--- config.mk ---
export PLATFORM = sky130hd
export DESIGN_NAME = window_evict_flat
export DESIGN_NICKNAME = d
export VERILOG_FILES = /design/src/rtl/conf_pkg.sv /design/src/rtl/window_evict_if.sv /design/src/rtl/remove_index.sv /design/src/rtl/window_evict.sv /design/src/flat_wrapper.sv
export SDC_FILE = /design/constraint.sdc
export NUM_CORES = 1
export LEC_CHECK = 0
export BUFFER_PORTS_ARGS = -buffer_cell sky130_fd_sc_hd__buf_2
export CAP_MARGIN = 10
export CORE_MARGIN = 1
export CORE_UTILIZATION = 39
export CTS_CLUSTER_DIAMETER = 100
export DETAILED_ROUTE_END_ITERATION = 7
export HOLD_SLACK_MARGIN = 0.12
export PLACE_DENSITY_LB_ADDON = 0.15
export SYNTH_ARGS = -nofsm -noshare
export SYNTH_HDL_FRONTEND = slang
export SYNTH_HIERARCHICAL = 1
export SYNTH_SLANG_ARGS = --single-unit
--- constraint.sdc ---
create_clock -name clk -period 12.6 [get_ports clk]
set_input_delay 0.63 -clock clk [delete_from_list [all_inputs] [get_ports clk]]
set_output_delay 0.63 -clock clk [all_outputs]
set_load 0.02 [all_outputs]
--- src/rtl/conf_pkg.sv ---
// Shared sorter configuration: sample/index/count types and eviction FSM states.
package conf_pkg;

  localparam int WINDOW_LENGTH = 8;
  localparam int UDATA_WIDTH   = 16;

  typedef logic [UDATA_WIDTH-1:0]                 udata_t;
  typedef logic [$clog2(WINDOW_LENGTH)-1:0]       window_t;
  typedef logic [$clog2(WINDOW_LENGTH + 1)-1:0]   count_t;

  localparam udata_t UDATA_MAX = '1;

  typedef enum logic {
    FILL,
    FULL
  } evict_state_e;

  // Age FIFO pointer step; depth may be smaller than the index type's range.
  function automatic window_t wrapInc(input window_t ptr, input int depth);
    return (int'(ptr) == depth - 1) ? '0 : window_t'(int'(ptr) + 1);
  endfunction

endpackage

--- src/rtl/window_evict_if.sv ---
// Handshake and data bundle between the sorter core and the eviction block.
interface window_evict_if #(
  parameter int WL = conf_pkg::WINDOW_LENGTH
);
  import conf_pkg::*;

  logic    in_valid;
  logic    in_ready;
  udata_t  in_data;
  udata_t  sorted_buf [WL];
  logic    out_valid;
  logic    out_ready;
  logic    out_evict;
  window_t out_index;
  udata_t  out_data;
  udata_t  out_buf [WL-1];
  count_t  count;
  logic    err;

  modport master (
    output in_valid, in_data, sorted_buf, out_ready,
    input  in_ready, out_valid, out_evict, out_index, out_data, out_buf, count, err
  );

  modport slave (
    input  in_valid, in_data, sorted_buf, out_ready,
    output in_ready, out_valid, out_evict, out_index, out_data, out_buf, count, err
  );

endinterface

--- src/rtl/remove_index.sv ---
// Combinational search for the lowest sorted-window slot equal to a value.
// The found flag exists only when EVICT_CHECK_EN is defined.
module remove_index
  import conf_pkg::*;
#(
  parameter int WL = WINDOW_LENGTH
) (
  input  udata_t  buffer [WL],
  input  udata_t  data,
  output window_t index
`ifdef EVICT_CHECK_EN
  ,
  output logic    found
`endif
);

  // Scan high to low so the lowest matching slot wins; no match leaves the last slot.
  always_comb begin
    index = window_t'(WL - 1);
`ifdef EVICT_CHECK_EN
    found = 1'b0;
`endif
    for (int j = WL - 1; j >= 0; j--) begin
      if (buffer[j] == data) begin
        index = window_t'(j);
`ifdef EVICT_CHECK_EN
        found = 1'b1;
`endif
      end
    end
  end

endmodule

--- src/rtl/window_evict.sv ---
// Sliding-window delete side: age FIFO, FILL/FULL FSM, compaction mux, output register.
// Define EVICT_CHECK_EN to flag (sticky err) an evicted value missing from sorted_buf.
module window_evict
  import conf_pkg::*;
#(
  parameter int WL = WINDOW_LENGTH
) (
  input logic           clk,
  input logic           rst,
  window_evict_if.slave bus
);

  evict_state_e r_state;
  evict_state_e w_next_state;

  udata_t  r_fifo [WINDOW_LENGTH];
  window_t r_rd_ptr;
  window_t r_wr_ptr;
  count_t  r_count;

  logic    r_out_valid;
  logic    r_out_evict;
  window_t r_out_index;
  udata_t  r_out_data;
  udata_t  r_out_buf [WL-1];
  logic    r_err;

  logic    w_accept;
  udata_t  w_oldest;
  window_t w_match_index;
  window_t w_sel_index;
  udata_t  w_buf [WL-1];

  assign bus.in_ready = !r_out_valid || bus.out_ready;
  assign w_accept     = bus.in_valid && bus.in_ready;
  assign w_oldest     = r_fifo[r_rd_ptr];

`ifdef EVICT_CHECK_EN
  logic w_found;

  remove_index #(.WL(WL)) u_search (
    .buffer (bus.sorted_buf),
    .data   (w_oldest),
    .index  (w_match_index),
    .found  (w_found)
  );
`else
  remove_index #(.WL(WL)) u_search (
    .buffer (bus.sorted_buf),
    .data   (w_oldest),
    .index  (w_match_index)
  );
`endif

  // During fill nothing is removed, so the last slot (an empty UDATA_MAX) is dropped.
  assign w_sel_index = (r_state == FULL) ? w_match_index : window_t'(WL - 1);

  always_comb begin
    for (int k = 0; k < WL - 1; k++) begin
      w_buf[k] = (k < int'(w_sel_index)) ? bus.sorted_buf[k] : bus.sorted_buf[k+1];
    end
  end

  always_ff @(posedge clk or posedge rst) begin
    if (rst) r_state <= FILL;
    else     r_state <= w_next_state;
  end

  always_comb begin
    w_next_state = r_state;
    case (r_state)
      FILL: if (w_accept && (r_count == count_t'(WL - 1))) w_next_state = FULL;
      FULL: w_next_state = FULL;
      default: w_next_state = FILL;
    endcase
  end

  // In FULL the FIFO is always full, so every accept pops and pushes together.
  always_ff @(posedge clk or posedge rst) begin
    if (rst) begin
      r_rd_ptr <= '0;
      r_wr_ptr <= '0;
      r_count  <= '0;
      for (int i = 0; i < WINDOW_LENGTH; i++) r_fifo[i] <= '0;
    end else if (w_accept) begin
      r_fifo[r_wr_ptr] <= bus.in_data;
      r_wr_ptr         <= wrapInc(r_wr_ptr, WL);
      if (r_state == FULL) r_rd_ptr <= wrapInc(r_rd_ptr, WL);
      else                 r_count  <= r_count + count_t'(1);
    end
  end

  always_ff @(posedge clk or posedge rst) begin
    if (rst) begin
      r_out_valid <= 1'b0;
      r_out_evict <= 1'b0;
      r_out_index <= '0;
      r_out_data  <= '0;
      for (int k = 0; k < WL - 1; k++) r_out_buf[k] <= UDATA_MAX;
    end else if (w_accept) begin
      r_out_valid <= 1'b1;
      r_out_evict <= (r_state == FULL);
      r_out_index <= w_sel_index;
      r_out_data  <= (r_state == FULL) ? w_oldest : '0;
      for (int k = 0; k < WL - 1; k++) r_out_buf[k] <= w_buf[k];
    end else if (bus.out_ready) begin
      r_out_valid <= 1'b0;
    end
  end

`ifdef EVICT_CHECK_EN
  always_ff @(posedge clk or posedge rst) begin
    if (rst)                                            r_err <= 1'b0;
    else if (w_accept && (r_state == FULL) && !w_found) r_err <= 1'b1;
  end
`else
  assign r_err = 1'b0;
`endif

  assign bus.out_valid = r_out_valid;
  assign bus.out_evict = r_out_evict;
  assign bus.out_index = r_out_index;
  assign bus.out_data  = r_out_data;
  assign bus.out_buf   = r_out_buf;
  assign bus.count     = r_count;
  assign bus.err       = r_err;

endmodule

--- src/flat_wrapper.sv ---
// flat-port wrapper written by rule: the top's interface ports become plain ports
module window_evict_flat import conf_pkg::*;
#(
  parameter int WL = WINDOW_LENGTH
)
  (clk, rst, bus_in_valid, bus_in_data, bus_sorted_buf, bus_out_ready, bus_in_ready, bus_out_valid, bus_out_evict, bus_out_index, bus_out_data, bus_out_buf, bus_count, bus_err);
  window_evict_if #(.WL(WL)) bus_i ();
  input logic clk;
  input logic rst;
  input wire logic [$bits(bus_i.in_valid)-1:0] bus_in_valid;
  input wire logic [$bits(bus_i.in_data)-1:0] bus_in_data;
  input wire logic [$bits(bus_i.sorted_buf)-1:0] bus_sorted_buf;
  input wire logic [$bits(bus_i.out_ready)-1:0] bus_out_ready;
  output wire logic [$bits(bus_i.in_ready)-1:0] bus_in_ready;
  output wire logic [$bits(bus_i.out_valid)-1:0] bus_out_valid;
  output wire logic [$bits(bus_i.out_evict)-1:0] bus_out_evict;
  output wire logic [$bits(bus_i.out_index)-1:0] bus_out_index;
  output wire logic [$bits(bus_i.out_data)-1:0] bus_out_data;
  output wire logic [$bits(bus_i.out_buf)-1:0] bus_out_buf;
  output wire logic [$bits(bus_i.count)-1:0] bus_count;
  output wire logic [$bits(bus_i.err)-1:0] bus_err;
  assign bus_i.in_valid = bus_in_valid;
  assign bus_i.in_data = bus_in_data;
  assign bus_i.sorted_buf = {>>{bus_sorted_buf}};
  assign bus_i.out_ready = bus_out_ready;
  assign bus_in_ready = bus_i.in_ready;
  assign bus_out_valid = bus_i.out_valid;
  assign bus_out_evict = bus_i.out_evict;
  assign bus_out_index = bus_i.out_index;
  assign bus_out_data = bus_i.out_data;
  assign bus_out_buf = {>>{bus_i.out_buf}};
  assign bus_count = bus_i.count;
  assign bus_err = bus_i.err;
  window_evict #(.WL(WL)) u_core (.clk(clk), .rst(rst), .bus(bus_i));
endmodule
==> results.yml <==
routing:
  route.detailed.drc: 0
  vias: 11700
  drt_pass1_iterations: 5
  dr.first_iter.drc_count: 965
  antenna_left: 0
  routedWlPerCell_um: 24.7
  routed_via_density: 5.81
  finalWirelength_um: 49800
timing:
  fin_setup_tns_ps: 0
  max_freq_mhz: 181
  worst_pin_slew_ps: 1300
  rsz0062_at_grt: "no"
  timing.final.hold_violations: 0
  fin_crit_ps: 5510
  relSlewSlack_pct: 13.2
  finalSetupViolCount: 0
  drv_slew: 0
  skew_ps: 17.4
  finalCritPeriodShare_pct: 43.8
floorplan:
  core_area_um2: 36500
  fp.dieH_um: 194
  die_area_um2: 37800
  chipWidth_um: 194
  initial_core_util_pct: 39.5
  io_pins: 287
  rows: 70
global_routing:
  grt_pass1_vias: 11600
  antenna_found_initial: 7
  grtUsageTotal_pct: 25.9
  grt_max_degree: 154
  grt_pass1_wl_um: 74400
  grt-ovfl-total: 0
placed_design:
  io_buffers: 285
  placed_area_um2: 16000
  gp_congestion: 0.876
  dpl.hpwl_um: 32900
synth:
  syn_inst: 1292
  synth_edf_count: 0
  ys_seq_elements: 272
  synth_nets: 1445
  synth.distinct_cells: 58
  synthFlopType: "dfrtp_1"
  ys_seq_area_share_pct: 48.1
  avgSynthCellArea_um2: 11.2
  ys_warn_count: 6
  synthArstFlopShare_pct: 100
  syn_area_um2: 14400
clock_tree:
  cts_buffer_depth: 3
  holdBufCountCts: 0
  cts.sinks: 272
  cts_setup_buffers: 0
  cts_tree: "built"
  cts_root_buf: "clkbuf_16"
  cts_resized: 0
  numCtsBuffers: 34
  insertion_delay_ps: 510
  clk_pin_slew_ps: 60
  cts_max_level: 2
critical_path:
  reg2regPathDepth: 11
  path_class: "flop to flop"
  crit_chain: "buf_4 -> mux2i_1 -> a22o_1 -> nor2_1 -> xor2_1 -> nor4_4 -> nand4bb_1 -> a31oi_1 -> nand3_1 -> nand3_1 -> a31oi_1"
  cp.arrival_ps: 5920
  r2r-end: "u_core/bus.out_buf[0]$_DFFE_PP1P_"
  reg2reg_from: "u_core/r_rd_ptr[0]$_DFFE_PP0P_"
  endpoint_kind: "flop"
  slowest_delay_ps: 980
  r2r_setup_slack_ps: 7090
  critPathSlowestCell: "nor2_1"
  critPathTopFamily: "simple AND/OR/NAND/NOR gates"
  worst-path-buf-inv: 1
  worstPathRequired_ps: 13000
  crit_fanout: 75
  start_kind: "flop"
layout:
  seq_area_um2: 6950
  fin_area_um2: 17100
  multi_input_area_um2: 6830
  fin_nets: 1675
  n_fill_cell: 3478
  drive_above_1_share_pct: 43.0
  area_delta_synth_final_pct: 18.2
power:
  ir_drop_mv: 0.114
  p_leak_nw: 7.07
  p_per_area_nw_per_um2: 245
hold_path:
  hold_path_class: "input port to asynchronous set/reset pin"
run:
  maxCapViolCount: 0
run_status:
  outcome: "completed"
## layout make-up
class                   count  area share, %
diodes                      2         0.0293
clock buffers              50           5.70
clock inverters             7          0.345
inverters                   8          0.235
multi-input cells         897           40.0
flip-flops and latches    272           40.7
well taps                 468           3.43
repair buffers            309           9.55
## flip-flops by register name, indices dropped and copies added (netlist names)
register / count
u_core/r_wr_ptr: 3
u_core/bus.out_data: 16
u_core/bus.out_evict: 1
u_core/r_state: 1
u_core/bus.out_valid: 1
u_core/bus.count: 4
u_core/r_fifo: 128
u_core/bus.out_buf: 112
u_core/r_rd_ptr: 3
u_core/bus.out_index: 3
## power breakdown
part | switching (mW) | internal, mW
registers | 0.180 | 1.20
clock network | 0.376 | 0.535
logic | 1.10 | 0.789
total | 1.66 | 2.53
## cells by family (layout without fill, tap and decap cells)
group	count (synthesis)	count (layout)	synth area share [%]
compound gates	357	357	14.1
flops	272	272	48.1
mux	238	238	18.0
simple gates	181	181	7.47
buf+inv	123	374	4.91
xor+xnor	115	115	6.98
fa+ha+maj	5	5	0.433
other cells	1	3	0.0260
## synthesized netlist by cell type (12+ instances only)
master	instances	share of area, %
clkbuf_1	45	1.2
buf_4	12	0.62
nand4_1	17	0.74
a22o_1	12	0.73
nand3_1	52	1.8
mux2i_1	72	5.0
mux2_2	164	13
buf_6	18	1.4
o22ai_1	16	0.69
o31ai_1	12	0.62
dfstp_2	112	20
nor2b_1	12	0.52
dfrtp_1	160	28
nor2_1	17	0.44
xor2_1	56	3.4
buf_2	33	1.1
o21ai_0	66	2.3
xnor2_1	59	3.6
nand2_1	37	0.96
a31oi_1	67	2.9
a21oi_1	165	5.7
## per-layer routing
layer	track usage (%)	share of wire [%]	vias to the layer above
met5	0	0.14	-
met4	8.82	3.0	10
li1	-	-	5202
met3	4.58	7.0	97
met2	40.7	46	553
met1	35.9	44	5839
## layout by cell type (no fill, tap or decap), types with 5 or more instances in the layout
| cell | count |
|---|---|
| a21oi_1 | 165 |
| a22o_1 | 12 |
| a31oi_1 | 67 |
| buf_2 | 284 |
| buf_4 | 23 |
| clkbuf_1 | 11 |
| clkbuf_16 | 35 |
| dfrtp_1 | 159 |
| dfstp_2 | 112 |
| ha_1 | 5 |
| inv_1 | 6 |
| mux2_2 | 164 |
| mux2i_1 | 72 |
| nand2_1 | 37 |
| nand3_1 | 52 |
| nand4_1 | 17 |
| nor2_1 | 17 |
| nor2b_1 | 11 |
| nor4_1 | 11 |
| nor4_2 | 5 |
| o21ai_0 | 66 |
| o22ai_1 | 16 |
| o31ai_1 | 12 |
| o41ai_1 | 5 |
| xnor2_1 | 59 |
| xor2_1 | 56 |
## metrics by stage
step	total power, mW	cells	setup slack [ps]	utilization, %	hold WS, ps
after global routing	4.40	2013	6690	46.7	360
after detailed placement	3.28	1952	7110	43.8	487
after global placement	3.24	1952	7260	43.8	481
after CTS	4.21	2009	7080	46.6	316
final	4.19	2013	7090	46.7	267
after floorplan	2.81	1292	4660	-	473
## how the worst max path moves through the flow
stage | to | slack [ps] | cells after the start | startpoint
floorplan | u_core/bus.count[0]$_DFFE_PP0P_ | 4660 | 1 | rst
global placement | u_core/bus.out_buf[8]$_DFFE_PP1P_ | 7260 | 11 | u_core/r_rd_ptr[0]$_DFFE_PP0P_
detailed placement | u_core/bus.out_buf[7]$_DFFE_PP1P_ | 7110 | 11 | u_core/r_rd_ptr[0]$_DFFE_PP0P_
CTS | u_core/bus.out_buf[12]$_DFFE_PP1P_ | 7080 | 11 | u_core/r_rd_ptr[0]$_DFFE_PP0P_
global route | u_core/bus.out_buf[2]$_DFFE_PP1P_ | 6690 | 11 | u_core/r_rd_ptr[0]$_DFFE_PP0P_
finish | u_core/bus.out_buf[0]$_DFFE_PP1P_ | 7090 | 11 | u_core/r_rd_ptr[0]$_DFFE_PP0P_
(Power assumes the default switching activity.)
